`src/rtl/seg_pkg.sv`:
```
// Shared types and constants for the seven-segment scanner.
package seg_pkg;

   typedef enum logic [0:0] {
      GUARD = 1'b0,
      ON    = 1'b1
   } phase_t;

   localparam logic AN_OFF = 1'b1;
   localparam logic DP_OFF = 1'b1;
   localparam int   NIB_W  = 4;

endpackage

```
`src/rtl/seg_prescale.sv`:
```
// Slot counter for the display scanner: counts 0..REFRESH_DIV-1 and strobes
// terminal count (last cycle of a slot) and guard-done (last blank cycle).
module seg_prescale #(
   parameter int REFRESH_DIV  = 50000,
   parameter int GUARD_CYCLES = 500,
   parameter int CW           = $clog2(REFRESH_DIV)
) (
   input  logic          clk,
   input  logic          rst,
   output logic [CW-1:0] cnt,
   output logic          tc,
   output logic          guard_done
);

   assign tc         = (cnt == CW'(REFRESH_DIV - 1));
   assign guard_done = (cnt == CW'(GUARD_CYCLES - 1));

   // slot counter, wraps at the end of every digit slot
   always_ff @(posedge clk or posedge rst) begin
      if (rst) begin
         cnt <= {CW{1'b0}};
      end else if (tc) begin
         cnt <= {CW{1'b0}};
      end else begin
         cnt <= cnt + CW'(1);
      end
   end

endmodule

```
`src/rtl/seg_scan.sv`:
```
// Multiplexed seven-segment scanner with per-frame snapshot of the value.
// Optional leading-zero blanking is enabled by defining SEG_SCAN_LZ_BLANK_EN.
module seg_scan
   import seg_pkg::*;
#(
   parameter int DIGITS       = 4,
   parameter int REFRESH_DIV  = 50000,
   parameter int GUARD_CYCLES = 500
) (
   input  logic                  clk,
   input  logic                  rst,
   input  logic [4*DIGITS-1:0]   value,
   input  logic [DIGITS-1:0]     dp_in,
   output logic [NIB_W-1:0]      nibble,
   output logic [DIGITS-1:0]     an,
   output logic                  dp,
   output logic                  frame_tick
);

   localparam int CW = $clog2(REFRESH_DIV);
   localparam int IW = (DIGITS > 1) ? $clog2(DIGITS) : 1;

   logic [CW-1:0]       cnt_s;
   logic                tc_s;
   logic                guard_done_s;
   logic [IW-1:0]       idx_r;
   phase_t              phase_r;
   phase_t              phase_next_s;
   logic [4*DIGITS-1:0] shadow_val_r;
   logic [DIGITS-1:0]   shadow_dp_r;
   logic                prime_r;
   logic                idx_last_s;
   logic                snap_s;
   logic                frame_start_s;
   logic [4*DIGITS-1:0] frame_val_s;
   logic [NIB_W-1:0]    digit_s;
   logic [DIGITS-1:0]   an_on_s;
   logic                blank_s;

   seg_prescale #(
      .REFRESH_DIV  (REFRESH_DIV),
      .GUARD_CYCLES (GUARD_CYCLES),
      .CW           (CW)
   ) u_prescale (
      .clk        (clk),
      .rst        (rst),
      .cnt        (cnt_s),
      .tc         (tc_s),
      .guard_done (guard_done_s)
   );

   // snapshot/frame decode; the very first digit after reset bypasses the
   // shadow because it is being loaded on that same edge
   always_comb begin
      idx_last_s    = (idx_r == IW'(DIGITS - 1));
      snap_s        = prime_r | (tc_s & idx_last_s);
      frame_start_s = (cnt_s == {CW{1'b0}}) & (idx_r == {IW{1'b0}});
      frame_val_s   = prime_r ? value : shadow_val_r;
      digit_s       = frame_val_s[{idx_r, 2'b00} +: NIB_W];
      an_on_s       = ~(DIGITS'(1) << idx_r);
   end

`ifdef SEG_SCAN_LZ_BLANK_EN
   logic zero_run_s;

   // blank digit idx when it and every more significant shadow digit are zero
   always_comb begin
      blank_s    = 1'b0;
      zero_run_s = 1'b1;
      for (int i = DIGITS - 1; i >= 1; i--) begin
         zero_run_s = zero_run_s & (shadow_val_r[4*i +: 4] == 4'h0);
         blank_s    = blank_s | ((idx_r == IW'(i)) & zero_run_s);
      end
   end
`else
   assign blank_s = 1'b0;
`endif

   // phase next-state: ON after the guard window, back to GUARD at slot end
   always_comb begin
      phase_next_s = phase_r;
      case (phase_r)
         GUARD: begin
            if (tc_s)              phase_next_s = GUARD;
            else if (guard_done_s) phase_next_s = ON;
            else                   phase_next_s = GUARD;
         end
         ON: begin
            if (tc_s) phase_next_s = GUARD;
            else      phase_next_s = ON;
         end
         default: phase_next_s = GUARD;
      endcase
   end

   // scan state, digit index and frame shadow registers
   always_ff @(posedge clk or posedge rst) begin
      if (rst) begin
         phase_r      <= GUARD;
         idx_r        <= {IW{1'b0}};
         shadow_val_r <= {(4*DIGITS){1'b0}};
         shadow_dp_r  <= {DIGITS{1'b0}};
         prime_r      <= 1'b1;
      end else begin
         phase_r <= phase_next_s;
         if (tc_s) begin
            idx_r <= idx_last_s ? {IW{1'b0}} : idx_r + IW'(1);
         end
         if (snap_s) begin
            shadow_val_r <= value;
            shadow_dp_r  <= dp_in;
            prime_r      <= 1'b0;
         end
      end
   end

   // registered outputs; nibble only moves at slot start while anodes are off
   always_ff @(posedge clk or posedge rst) begin
      if (rst) begin
         an         <= {DIGITS{AN_OFF}};
         nibble     <= {NIB_W{1'b0}};
         dp         <= DP_OFF;
         frame_tick <= 1'b0;
      end else begin
         frame_tick <= frame_start_s;
         if (cnt_s == {CW{1'b0}}) begin
            nibble <= digit_s;
         end
         if ((phase_r == ON) && !blank_s) begin
            an <= an_on_s;
            dp <= ~shadow_dp_r[idx_r];
         end else begin
            an <= {DIGITS{AN_OFF}};
            dp <= DP_OFF;
         end
      end
   end

endmodule

```
`config.mk`:
```
export PLATFORM = sky130hd
export DESIGN_NAME = seg_scan
export DESIGN_NICKNAME = d
export VERILOG_FILES = /design/src/rtl/seg_pkg.sv /design/src/rtl/seg_prescale.sv /design/src/rtl/seg_scan.sv
export SDC_FILE = /design/constraint.sdc
export NUM_CORES = 1
export LEC_CHECK = 0
export ABC_AREA = 1
export CAP_MARGIN = 10
export CORE_MARGIN = 5
export CORE_UTILIZATION = 30
export DETAILED_ROUTE_END_ITERATION = 8
export GPL_TIMING_DRIVEN = 0
export RECOVER_POWER = 50
export SYNTH_ARGS = -nofsm -noshare
export SYNTH_HDL_FRONTEND = slang
export SYNTH_HIERARCHICAL = 1
export SYNTH_SLANG_ARGS = --single-unit
```
`constraint.sdc`:
```
create_clock -name clk -period 3.2 [get_ports clk]
set_input_delay 0.96 -clock clk [delete_from_list [all_inputs] [get_ports clk]]
set_output_delay 0.96 -clock clk [all_outputs]
set_load 0.005 [all_outputs]
```
==> flow_metrics.py <==
metrics = {
    "global_routing": {
        "grt_pass1_vias": 2428,
        "grt_pass1_wl_um": 11230,
        "antenna_found_initial": 0,
        "grt_overflow": 0,
        "track_usage_pct": 12.16,
        "grt_max_degree": 24,
    },
    "die": {
        "die_x_um": 106.6,
        "core-area_sq_um": 9153,
        "num_rows": 35,
        "initial_core_util_pct": 30.57,
        "die_h_um": 106.6,
        "dieArea_sq_um": 11360,
        "ioPinCount": 32,
    },
    "logic_synthesis": {
        "syn_area_sq_um": 2798,
        "ys_ff_latch": 50,
        "yosysWarnings": 6,
        "synthTopCellsByArea": "dfrtp_1, nand2_1, inv_1",
        "synth.distinct_cells": 26,
        "synthArstFlopShare_pct": 100.0,
        "synth_ff_type": "dfrtp_1",
        "synth.top_cells.by_count": "nand2_1, inv_1, dfrtp_1, nand3_1, nor2_1",
        "synth.largest_area_cell": "dfrtp_1",
        "synth_edf_count": 0,
        "synth_top_cell_area_share_pct": 39.36,
        "syn-num-nets": 413,
        "syn_inst": 386,
        "avgSynthCellArea_sq_um": 7.248,
        "synth_most_common_cell": "nand2_1",
        "ys_seq_area_share_pct": 44.99,
    },
    "setup_path": {
        "crit_slowest_cell": "dfstp_2",
        "r2r-end": "shadow_dp_r[3]$_DFFE_PP0P_",
        "reg2reg_depth": 9,
        "cpPeakStageDelay_ns": 0.54,
        "worst_setup_path_start_kind": "flip-flop",
        "crit_arrival_ns": 1.34,
        "end_kind": "output pin",
        "critPathMaxFanout": 1,
        "crit_family": "flip-flops",
        "critPathKind": "reg2out",
        "timing.rr.start": "u_prescale/cnt[0]$_DFF_PP0_",
        "crit_required_ns": 2.24,
        "crit_buf_inv": 1,
        "crit_chain": "clkdlybuf4s50_1",
        "r2r_setup_slack_ns": 1.07,
    },
    "sta": {
        "timing.final.crit_share_pct": 71.92,
        "relSlewSlack_pct": 57.88,
        "tightest_slew_ns": 0.6311,
        "layout_min_cycle_time_ns": 2.301,
        "slew_violations": 0,
        "rsz0062_at_grt": "no",
        "clock_skew_ns": 0.008502,
        "hold_viol_final": 0,
        "maxClockFrequency_mhz": 434.5,
        "setup_viol": 0,
        "fin_setup_tns_ns": 0,
    },
    "clock_network": {
        "clockRootBuffer": "clkbuf_8",
        "htree_levels": 2,
        "numCtsBuffers": 5,
        "insertion_delay_ns": 0.31,
        "ctsResizeCount": 0,
        "post-cts-setup-buffer-count": 0,
        "hold_buffers": 0,
        "clk_pin_slew_ns": 0.10,
        "cts_tree": "yes",
        "cts_sinks": 50,
        "cts_buffer_depth": 2,
    },
    "power_and_ir_drop": {
        "leakagePower_nw": 1.782,
        "power.total_mw": 1.272,
        "max-vdd-ir-drop_uv": 227.4,
        "power.density_nw_per_um2": 376.8,
    },
    "placed_design": {
        "routabilityCongestion": 0.8343,
        "portBuffers": 31,
        "hpwlAfterDp_um": 4818,
    },
    "worst_hold_path": {
        "hp-class": "reg2reg",
        "hp-start": "nibble[1]$_DFFE_PP0N_",
        "min_path_cells": 2,
        "min_to": "nibble[1]$_DFFE_PP0N_",
    },
    "drt": {
        "num_vias": 2408,
        "drc": 0,
        "wl_per_cell_um": 11.99,
        "routed_via_density": 4.484,
        "drt_iter0_markers": 144,
        "antenna_left": 0,
        "drt-total-wl_um": 6441,
        "first_pass_iters": 4,
    },
    "layout": {
        "diodes": 0,
        "final_nets": 452,
        "area_growth_pct": 20.62,
        "drive_gt1_share_pct": 7.746,
    },
    "run": {
        "maxCapViolations": 0,
    },
    "status": {
        "status": "completed",
    },
}
-- cells by family after synthesis --
| kind of cell | share of synthesized area [%] |
|---|---|
| other | 0.1340 |
| adder cells (fa/ha/maj) | 2.236 |
| flip-flops | 44.99 |
| AND/OR/NAND/NOR | 30.46 |
| XOR/XNOR | 1.252 |
| buffers and inverters | 14.09 |
| multiplexers | 1.073 |
| AO/OA/AOI/OAI | 5.769 |
-- layout by cell type (no fill, tap or decap), drive strengths merged --
| cell | netlist | final |
|---|---|---|
| a21oi | 4 | 4 |
| buf | 9 | 9 |
| bufinv | 0 | 1 |
| clkbuf | 0 | 6 |
| clkdlybuf4s50 | 0 | 30 |
| clkinv | 0 | 1 |
| conb | 1 | 1 |
| dfrtp | 44 | 44 |
| dfstp | 6 | 6 |
| dlygate4sd3 | 0 | 1 |
| ha | 5 | 5 |
| inv | 82 | 83 |
| mux2 | 2 | 2 |
| nand2 | 114 | 114 |
| nand3 | 39 | 39 |
| nand4 | 5 | 5 |
| nor2 | 40 | 40 |
| nor3 | 4 | 4 |
| o21ai | 26 | 26 |
| o21bai | 1 | 1 |
| xnor2 | 1 | 1 |
| xor2 | 3 | 3 |
-- per-stage QoR --
step,hold WS (ns),std cells,utilization (%),setup WS (ns),area [sq um]
floorplan,0.4482,386,-,1.457,2798
global placement,0.4726,528,35.48,0.6223,3247
detailed placement,0.4756,529,35.78,1.184,3274
CTS,0.5003,537,37.05,0.8779,3391
global route,0.5344,537,36.87,0.8168,3374
finish,0.4976,537,36.87,0.8986,3374
-- final cells by class --
cell class                 instances  area (sq um)
multi-input combinational        245          1130
fill                             963          5778
tap                              111         138.9
inverter                          82         315.3
timing repair buffer              32         337.8
clock inverter                     3         47.55
buffer                             9         77.57
clock buffer                       5         68.82
sequential                        50          1259
-- state kept, by name, indices dropped and copies added (netlist names) --
name	flops
prime_r	1
frame_tick	1
shadow_dp_r	4
phase_r	1
an	4
dp	1
nibble	4
u_prescale/cnt	16
idx_r	2
shadow_val_r	16
-- power breakdown --
part	internal [mW]	leakage (nW)	switching, mW
combinational	0.0644	1.11	0.0709
sequential	0.658	0.611	0.00861
clock	0.237	0.0587	0.232
total	0.960	1.78	0.312
-- worst min-delay path, delay by kind of cell (launching register included) --
family | cells | cell delay (ns)
DFF | 1 | 0.36
and+or+nand+nor | 2 | 0.11
-- how the worst max path moves through the flow --
stage                                startpoint                         end  slack (ns)  cells after the start
floorplan           u_prescale/cnt[0]$_DFF_PP0_  shadow_dp_r[0]$_DFFE_PP0P_        1.46                      9
global placement                            rst  shadow_dp_r[3]$_DFFE_PP0P_        0.62                      2
detailed placement  u_prescale/cnt[0]$_DFF_PP0_  shadow_dp_r[3]$_DFFE_PP0P_        1.18                      9
CTS                             an[0]$_DFF_PP1_                       an[0]        0.88                      1
global route        u_prescale/cnt[0]$_DFF_PP0_  shadow_dp_r[0]$_DFFE_PP0P_        0.82                      9
finish                          an[3]$_DFF_PP1_                       an[3]        0.90                      1
-- per-layer routing --
layer | wire length [um] | vias to the layer above | track usage [%]
met5 | 0 | - | 0
met2 | 2975 | 36 | 18.48
met3 | 230 | 9 | 2.529
met4 | 124 | 0 | 4.018
li1 | - | 1242 | -
met1 | 3111 | 1121 | 17.26
(Power assumes the default switching activity.)
